$ cat src/rtl/decouple_fifo_if.sv
// ============================================================================
// Module   : decouple_fifo_if
// Brief    : Producer/consumer valid-ready bundle for decouple_fifo.
// Revision : 1.0 - initial release
// ============================================================================
`default_nettype none

interface decouple_fifo_if #(
  parameter int unsigned DIN = 16
);
  logic           din_valid;
  logic [DIN-1:0] din_data;
  logic           din_ready;
  logic           dout_valid;
  logic [DIN-1:0] dout_data;
  logic           dout_ready;

  // master = the environment around the FIFO (producer and consumer)
  modport master (
    output din_valid, din_data, dout_ready,
    input  din_ready, dout_valid, dout_data
  );

  modport slave (
    input  din_valid, din_data, dout_ready,
    output din_ready, dout_valid, dout_data
  );
endinterface

`default_nettype wire

$ cat src/rtl/decouple_fifo.sv
// ============================================================================
// Module   : decouple_fifo
// Brief    : Valid/ready decoupling FIFO, any depth, optional fall-through.
// Revision : 1.0 - initial release
// ============================================================================
`default_nettype none

module decouple_fifo #(
  parameter int unsigned    DIN        = 16,
  parameter int unsigned    DEPTH      = 4,
  parameter logic [DIN-1:0] INIT       = '0,
  parameter bit             INIT_VALID = 1'b0,
  parameter bit             BYPASS     = 1'b0,
  parameter int unsigned    AFULL_TH   = DEPTH - 1,
  parameter int unsigned    AEMPTY_TH  = 1
) (
  input  wire logic                         clk,
  input  wire logic                         rst,
  input  wire logic                         flush,
  decouple_fifo_if.slave                    bus,
  output logic [$clog2(DEPTH+1)-1:0]        level,
  output logic                              almost_full,
  output logic                              almost_empty
);

  localparam int unsigned    LW       = $clog2(DEPTH + 1);
  localparam int unsigned    PW       = (DEPTH > 1) ? $clog2(DEPTH) : 1;
  localparam logic [PW-1:0]  LAST_PTR = PW'(DEPTH - 1);
  localparam logic [LW-1:0]  FULL_LVL = LW'(DEPTH);

  logic [DIN-1:0] mem_q [DEPTH];
  logic [DIN-1:0] mem_d [DEPTH];
  logic [PW-1:0]  rd_ptr_q, rd_ptr_d;
  logic [PW-1:0]  wr_ptr_q, wr_ptr_d;
  logic [LW-1:0]  level_q, level_d;

  logic           empty, full;
  logic           din_ready, dout_valid;
  logic [DIN-1:0] dout_data;
  logic           push, pop, thru, wr_en, rd_en;

  // Explicit wrap so non-power-of-two depths never index past the last slot
  function automatic logic [PW-1:0] ptr_inc(input logic [PW-1:0] p);
    return (p == LAST_PTR) ? '0 : p + 1'b1;
  endfunction

  always_comb begin
    empty     = (level_q == '0);
    full      = (level_q == FULL_LVL);
    din_ready = ~full & ~flush;
    if (BYPASS && empty) begin
      dout_valid = bus.din_valid & ~flush;
      dout_data  = bus.din_data;
    end else begin
      dout_valid = ~empty & ~flush;
      dout_data  = mem_q[rd_ptr_q];
    end
    push  = bus.din_valid & din_ready;
    pop   = dout_valid & bus.dout_ready;
    // Fall-through word consumed in the same cycle is never stored
    thru  = BYPASS & empty & push & pop;
    wr_en = push & ~thru;
    rd_en = pop & ~empty;
  end

  assign bus.din_ready  = din_ready;
  assign bus.dout_valid = dout_valid;
  assign bus.dout_data  = dout_data;

  always_comb begin
    mem_d    = mem_q;
    rd_ptr_d = rd_ptr_q;
    wr_ptr_d = wr_ptr_q;
    level_d  = level_q;
    if (wr_en) begin
      mem_d[wr_ptr_q] = bus.din_data;
      wr_ptr_d        = ptr_inc(wr_ptr_q);
    end
    if (rd_en) begin
      rd_ptr_d = ptr_inc(rd_ptr_q);
    end
    case ({wr_en, rd_en})
      2'b10:   level_d = level_q + 1'b1;
      2'b01:   level_d = level_q - 1'b1;
      default: level_d = level_q;
    endcase
    if (flush) begin
      rd_ptr_d = '0;
      wr_ptr_d = '0;
      level_d  = '0;
    end
  end

  always_ff @(posedge clk) begin
    if (rst) begin
      rd_ptr_q <= '0;
      wr_ptr_q <= INIT_VALID ? ptr_inc('0) : '0;
      level_q  <= INIT_VALID ? LW'(1) : '0;
    end else begin
      rd_ptr_q <= rd_ptr_d;
      wr_ptr_q <= wr_ptr_d;
      level_q  <= level_d;
    end
  end

  // Storage has no reset except the optional preloaded head entry
  always_ff @(posedge clk) begin
    if (rst) begin
      if (INIT_VALID) begin
        mem_q[0] <= INIT;
      end
    end else begin
      mem_q <= mem_d;
    end
  end

  assign level        = level_q;
  assign almost_full  = (32'(level_q) >= AFULL_TH);
  assign almost_empty = (32'(level_q) <= AEMPTY_TH);

endmodule

`default_nettype wire

$ cat src/flat_wrapper.sv
// flat-port wrapper written by rule: the top's interface ports become plain ports
module decouple_fifo_flat 
#(
  parameter int unsigned    DIN        = 16,
  parameter int unsigned    DEPTH      = 4,
  parameter logic [DIN-1:0] INIT       = '0,
  parameter bit             INIT_VALID = 1'b0,
  parameter bit             BYPASS     = 1'b0,
  parameter int unsigned    AFULL_TH   = DEPTH - 1,
  parameter int unsigned    AEMPTY_TH  = 1
)
  (clk, rst, flush, level, almost_full, almost_empty, bus_din_valid, bus_din_data, bus_dout_ready, bus_din_ready, bus_dout_valid, bus_dout_data);
  decouple_fifo_if #(.DIN(DIN)) bus_i ();
  input  wire logic clk;
  input  wire logic rst;
  input  wire logic flush;
  output logic [$clog2(DEPTH+1)-1:0] level;
  output logic almost_full;
  output logic almost_empty;
  input wire logic [$bits(bus_i.din_valid)-1:0] bus_din_valid;
  input wire logic [$bits(bus_i.din_data)-1:0] bus_din_data;
  input wire logic [$bits(bus_i.dout_ready)-1:0] bus_dout_ready;
  output wire logic [$bits(bus_i.din_ready)-1:0] bus_din_ready;
  output wire logic [$bits(bus_i.dout_valid)-1:0] bus_dout_valid;
  output wire logic [$bits(bus_i.dout_data)-1:0] bus_dout_data;
  assign bus_i.din_valid = bus_din_valid;
  assign bus_i.din_data = bus_din_data;
  assign bus_i.dout_ready = bus_dout_ready;
  assign bus_din_ready = bus_i.din_ready;
  assign bus_dout_valid = bus_i.dout_valid;
  assign bus_dout_data = bus_i.dout_data;
  decouple_fifo #(.DIN(DIN), .DEPTH(DEPTH), .INIT(INIT), .INIT_VALID(INIT_VALID), .BYPASS(BYPASS), .AFULL_TH(AFULL_TH), .AEMPTY_TH(AEMPTY_TH)) u_core (.clk(clk), .rst(rst), .flush(flush), .bus(bus_i), .level(level), .almost_full(almost_full), .almost_empty(almost_empty));
endmodule
$ cat config.mk
export PLATFORM = sky130hd
export DESIGN_NAME = decouple_fifo_flat
export DESIGN_NICKNAME = d
export VERILOG_FILES = /design/src/rtl/decouple_fifo_if.sv /design/src/rtl/decouple_fifo.sv /design/src/flat_wrapper.sv
export SDC_FILE = /design/constraint.sdc
export NUM_CORES = 1
export LEC_CHECK = 0
export BUFFER_PORTS_ARGS = -buffer_cell sky130_fd_sc_hd__buf_2
export CORE_MARGIN = 1.5
export CORE_UTILIZATION = 55
export DETAILED_ROUTE_END_ITERATION = 7
export GPL_ROUTABILITY_DRIVEN = 0
export PLACE_DENSITY = 0.78
export SETUP_SLACK_MARGIN = 0.3
export SLEW_MARGIN = 20
export SYNTH_ARGS = -nofsm -noshare
export SYNTH_HDL_FRONTEND = slang
export SYNTH_SLANG_ARGS = --single-unit
$ cat constraint.sdc
create_clock -name clk -period 3.9 [get_ports clk]
set_input_delay 0.78 -clock clk [delete_from_list [all_inputs] [get_ports clk]]
set_output_delay 0.78 -clock clk [all_outputs]
set_load 0.03 [all_outputs]
# After elaboration in Yosys (flattened, before gate mapping)
# Index checks and enable logic that the tools add are counted.
# Widths: inputs -> output; s select.
# totals
ff_bits	71
latchBits	0
ramBits	0
rom_bits	0
inputBits	21
out_inout_bits	23
word_cells	46
mem_count	0
# op_classes
addsub	4
multipliers	0
div_mod_pow	0
magnitude_cmp	5
eq_ne	5
shifts	0
mux	9
n_bitwise	11
reduce_logical	5
# op_table
cell	n
$bwmux 64	1
$mux 16	3
$bmux 16 s2	1
$demux 16 s2	1
$eq 2x2->1 const B	3
$ge 3x3->1 const B	2
$not 2->3	2
$pmux 3 s2	1
$and 1x1->1	5
$add 2x1->2 const B	2
$mux 2	2
$not 1->1	4
$add 3x1->3 const B	1
$eq 3x3->1 const B	1
$ge 3x2->1 const B	1
$le 3x1->1 const B	1
$logic_not 3->1	1
$lt 3x1->1 const B	1
$sub 3x1->3 const B	1
$eq 2x1->1 const B	1
$reduce_and 2->1	1
$reduce_bool 2->1	1
$reduce_or 2->1	1
$logic_and 1x1->1	1

# Longest topological paths before layout
# logic_depth
ltp_word	7
depth_mapped	8
ltp_nobuf	8

# Worst setup path after synthesis
# No wires, ideal clock.
# synth_path
path_kind	register to register
start	reg u_core.level_q[0], in the netlist u_core.level[0]
end	reg u_core.mem_q[0] (netlist bit), enable pin
setup_time_ns	0.374
t_arrival_ns	2.310
t_required_ns	3.526
slack_ns	1.217
stages_incl_launch_ff	6
n_path_buf	0
period_less_slack_ns	2.683
cell_sequence	dfxtp_1 > inv_1 > ha_1 > a21oi_1 > and3b_1 > and2_1
# synth_via
elab_chain_cells	5
# synth_lines
element	line	source
start, declared	decouple_fifo.sv:35	logic [LW-1:0] level_q, level_d;
start signal, assigned	decouple_fifo.sv:98	level_q <= INIT_VALID ? LW'(1) : '0;
start signal, assigned	decouple_fifo.sv:102	level_q <= level_d;
$eq 3x3->1	decouple_fifo.sv:49	full = (level_q == FULL_LVL);
$not 1->1	decouple_fifo.sv:50	din_ready = ~full & ~flush;
$and 1x1->1	decouple_fifo.sv:50	
via bus_din_ready	flat_wrapper.sv:23	output wire logic [$bits(bus_i.din_ready)-1:0] bus_din_ready;
$and 1x1->1	decouple_fifo.sv:58	push = bus.din_valid & din_ready;
$reduce_and 2->1 (no source line)	-	
end signal, assigned	decouple_fifo.sv:113	mem_q <= mem_d;
end, declared	decouple_fifo.sv:31	logic [DIN-1:0] mem_q [DEPTH];
# The timed path passes the listed nets, and every way through them passes these cells.
# A chain may end at the register's enable or synchronous reset.

# Final worst setup path
# layout_path
start	reg u_core.rd_ptr_q[0]
end	out bus_dout_data[4]
# layout_via
elab_chain_cells	4
# layout_lines
element	line	source
start, declared	decouple_fifo.sv:33	logic [PW-1:0] rd_ptr_q, rd_ptr_d;
start signal, assigned	decouple_fifo.sv:100	rd_ptr_q <= rd_ptr_d;
$not 2->3 (implied by the code)	decouple_fifo.sv:56	dout_data = mem_q[rd_ptr_q];
$bmux 16 s2	decouple_fifo.sv:56	
$mux 16 (implied by the code) (2 in a row)	decouple_fifo.sv:56	
end, declared	flat_wrapper.sv:25	output wire logic [$bits(bus_i.dout_data)-1:0] bus_dout_data;
# No other way between the ends. The select of a mux whose other input is x is not followed.

==> impl_metrics.env <==
export IMPL_status="complete, no violations"
export IMPL_layout_worst_path_cycle_share_pct=72.3
export IMPL_r2r_end="u_core.mem_q[13]"
export IMPL_cp_end_kind="primary output"
export IMPL_netSwitchingPower_uw=296
export IMPL_placementRows=26
export IMPL_hold_path_depth=2
export IMPL_synthCells=147
export IMPL_drive_gt1_share_pct=33.2
export IMPL_cp_top_family="flip-flops"
export IMPL_postLayoutCoreUtil_pct=66.2
export IMPL_yosys_area_top_type_share_pct=66.5
export IMPL_crit_end="bus_dout_data[4]"
export IMPL_worst_r2r_setup_slack_ps=1530
export IMPL_ys_top_cells_by_area="edfxtp_1 66%, mux4_1 7.3%, mux4_2 6.2%"
export IMPL_path_buf_inv=2
export IMPL_hp_class="register to register"
export IMPL_cts_resized=0
export IMPL_combPwrFrac_pct=5.0
export IMPL_cpPeakStageDelay_ps=610
export IMPL_vias=1481
export IMPL_busiest_layer="met2"
export IMPL_mappedNetlistArea_sq_mm=0.00289
export IMPL_cts_buffers=9
export IMPL_dpl_cell_area_sq_mm=0.00316
export IMPL_grt_pass1_wl_um=6810
export IMPL_skew_ps=6.44
export IMPL_seqPwrFrac_pct=55.5
export IMPL_postLayoutCellArea_sq_mm=0.00336
export IMPL_avgRoutedWirePerCell_um=16.8
export IMPL_drv_cap=0
export IMPL_cts_sinks=71
export IMPL_syn_to_final_growth_pct=16.3
export IMPL_wl_um=4560
export IMPL_grt_util_met2_pct=29.6
export IMPL_synth_edf_count=64
export IMPL_grt_usage_pct=17.5
export IMPL_ys_warn_count=0
export IMPL_setup_viol=0
export IMPL_die_area_sq_mm=0.00570
export IMPL_syn_nets=179
export IMPL_dr_first_iter_drc_count=89
export IMPL_intPower_uw=1220
export IMPL_arrival_ps=2040
export IMPL_slowest_stage="dfxtp_1"
export IMPL_crit_fanout=11
export IMPL_p_clk_share_pct=39.4
export IMPL_p_per_area_mw_per_mm2=450
export IMPL_required_ps=3120
export IMPL_start_kind="register"
export IMPL_synth_distinct_cells=24
export IMPL_ys_seq_area_share_pct=71.3
export IMPL_timing_setup_tns_ps=0
export IMPL_grt_setup_unrepaired="false"
export IMPL_reg2regPathDepth=5
export IMPL_io_pins=44
export IMPL_core_area_sq_mm=0.00507
export IMPL_cts_path_max_buffers=2
export IMPL_grt_max_degree=19
export IMPL_numPortBuffers=43
export IMPL_ir_drop_mv=0.246
export IMPL_tightest_slew_ps=862
export IMPL_antenna_found_initial=0
export IMPL_overflow=0
export IMPL_relSlewSlack_pct=42.5
export IMPL_grt_util_met3_pct=4.50
export IMPL_synth_area_leader_cell="edfxtp_1"
export IMPL_crit_path_cell_trace="buf_4 -> mux4_1 -> buf_2"
export IMPL_nets=230
export IMPL_antenna_cells=0
export IMPL_start_util_pct=57.0
export IMPL_ant_nets=0
export IMPL_fp_dieH_um=75.5
export IMPL_finalHoldViolations=0
export IMPL_grt_use_met1_pct=19.8
export IMPL_clk_latency_ps=330
export IMPL_crit_cells=3
export IMPL_whs_ps=522
export IMPL_finalMaxSlewViolations=0
export IMPL_fin_crit_ps=2820
export IMPL_path_class="register to primary output"
export IMPL_grt_pass1_vias=1420
export IMPL_clk_pin_slew_ps=70
export IMPL_crit_path_start="u_core.rd_ptr_q[0]"
export IMPL_p_leak_uw=0.00121
export IMPL_ys_flop_type="edfxtp_1"
export IMPL_first_pass_iters=4
export IMPL_htree_levels=3
export IMPL_switching_share_pct=19.6
export IMPL_clockRootBuffer="clkbuf_8"
export IMPL_yosysMostFrequentCell="edfxtp_1"
export IMPL_post_cts_buffers=0
export IMPL_hpwl_um=2990
export IMPL_synth_common_cells="64 x edfxtp_1, 11 x ha_1, 9 x nand2_1, 8 x mux4_1, 8 x mux4_2"
export IMPL_regToRegStartpoint="u_core.level[0]"
export IMPL_syn_area_per_cell_sq_um=19.7
export IMPL_holdBufCountCts=0
export IMPL_drc=0
export IMPL_cts_tree="yes"
export IMPL_synth_seq_cells=71
export IMPL_max_freq_mhz=354
export IMPL_ys_async_sr_fraction_pct=0
export IMPL_die_w_um=75.5
export IMPL_viasPerCell=5.44
## sequential cells by signal, summed over array words and instances, names as in the netlist
signal and flops:
u_core.level 3, u_core.mem_q 64, u_core.rd_ptr_q 2, u_core.wr_ptr_q 2
## metrics by stage
| stage | instances | power, uW | setup WS, ps |
|---|---|---|---|
| after floorplan | 147 | 902 | 1220 |
| after global placement | 257 | 929 | 1440 |
| after detailed placement | 257 | 933 | 1410 |
| after CTS | 272 | 1520 | 1040 |
| after global routing | 272 | 1560 | 958 |
| final | 272 | 1510 | 1080 |
## worst reg2reg max path: stages (launching register included)
cell and delay [ps]:
dfxtp_1 410, inv_1 120, ha_1 270, a21oi_1 240, and3b_1 250, and2_1 710
## routing by layer
layer / part of all wire [%] / wire length, um
met3: 5.1 / 231
met2: 53 / 2400
met1: 40 / 1830
met4: 2.3 / 106
met5: 0 / 0
## cell families after synthesis
kind of cell	share of synthesized area (%)
compound gates	2.34
xor+xnor	0.606
fa+ha+maj	4.76
buf+inv	2.21
flops	71.3
mux	14.9
simple gates	3.89
## worst min path at each step
stage / from / endpoint / slack (ps)
2_1_floorplan: u_core.wr_ptr_q[1] / u_core.wr_ptr_q[1] / 470
3_3_place_gp: u_core.wr_ptr_q[1] / u_core.wr_ptr_q[1] / 490
3_5_place_dp: u_core.wr_ptr_q[1] / u_core.wr_ptr_q[1] / 500
4_1_cts: u_core.wr_ptr_q[1] / u_core.wr_ptr_q[1] / 510
5_1_grt: u_core.wr_ptr_q[1] / u_core.wr_ptr_q[1] / 530
6_report: u_core.wr_ptr_q[1] / u_core.wr_ptr_q[1] / 520
## power groups by stage
stage	logic (uW)	registers, uW	clock network, uW
2_1_floorplan	44.3	858	0
3_3_place_gp	73.0	856	0
3_5_place_dp	76.5	857	0
4_1_cts	76.8	840	603
5_1_grt	83.0	840	635
6_report	75.8	840	597
## area by class of cell
cell class	instances	area (sq um)
clock buffer	10	128
clock inverter	5	73.8
fill	359	1710
inverter	6	22.5
multi-input combinational	66	766
sequential	71	2060
tap	70	87.6
timing repair buffer	44	223
## placed cells by master, fill, tap and decap left out, types with 3 or more instances in the layout
cell type   n
dfxtp_1     7
mux4_2      8
mux2i_1     4
and2_1      4
edfxtp_1   64
nand2_1     9
mux4_1      8
nor2_1      6
inv_1       6
a21oi_1     3
ha_1       11
clkbuf_8    9
buf_2      43
(Power assumes the default switching activity.)
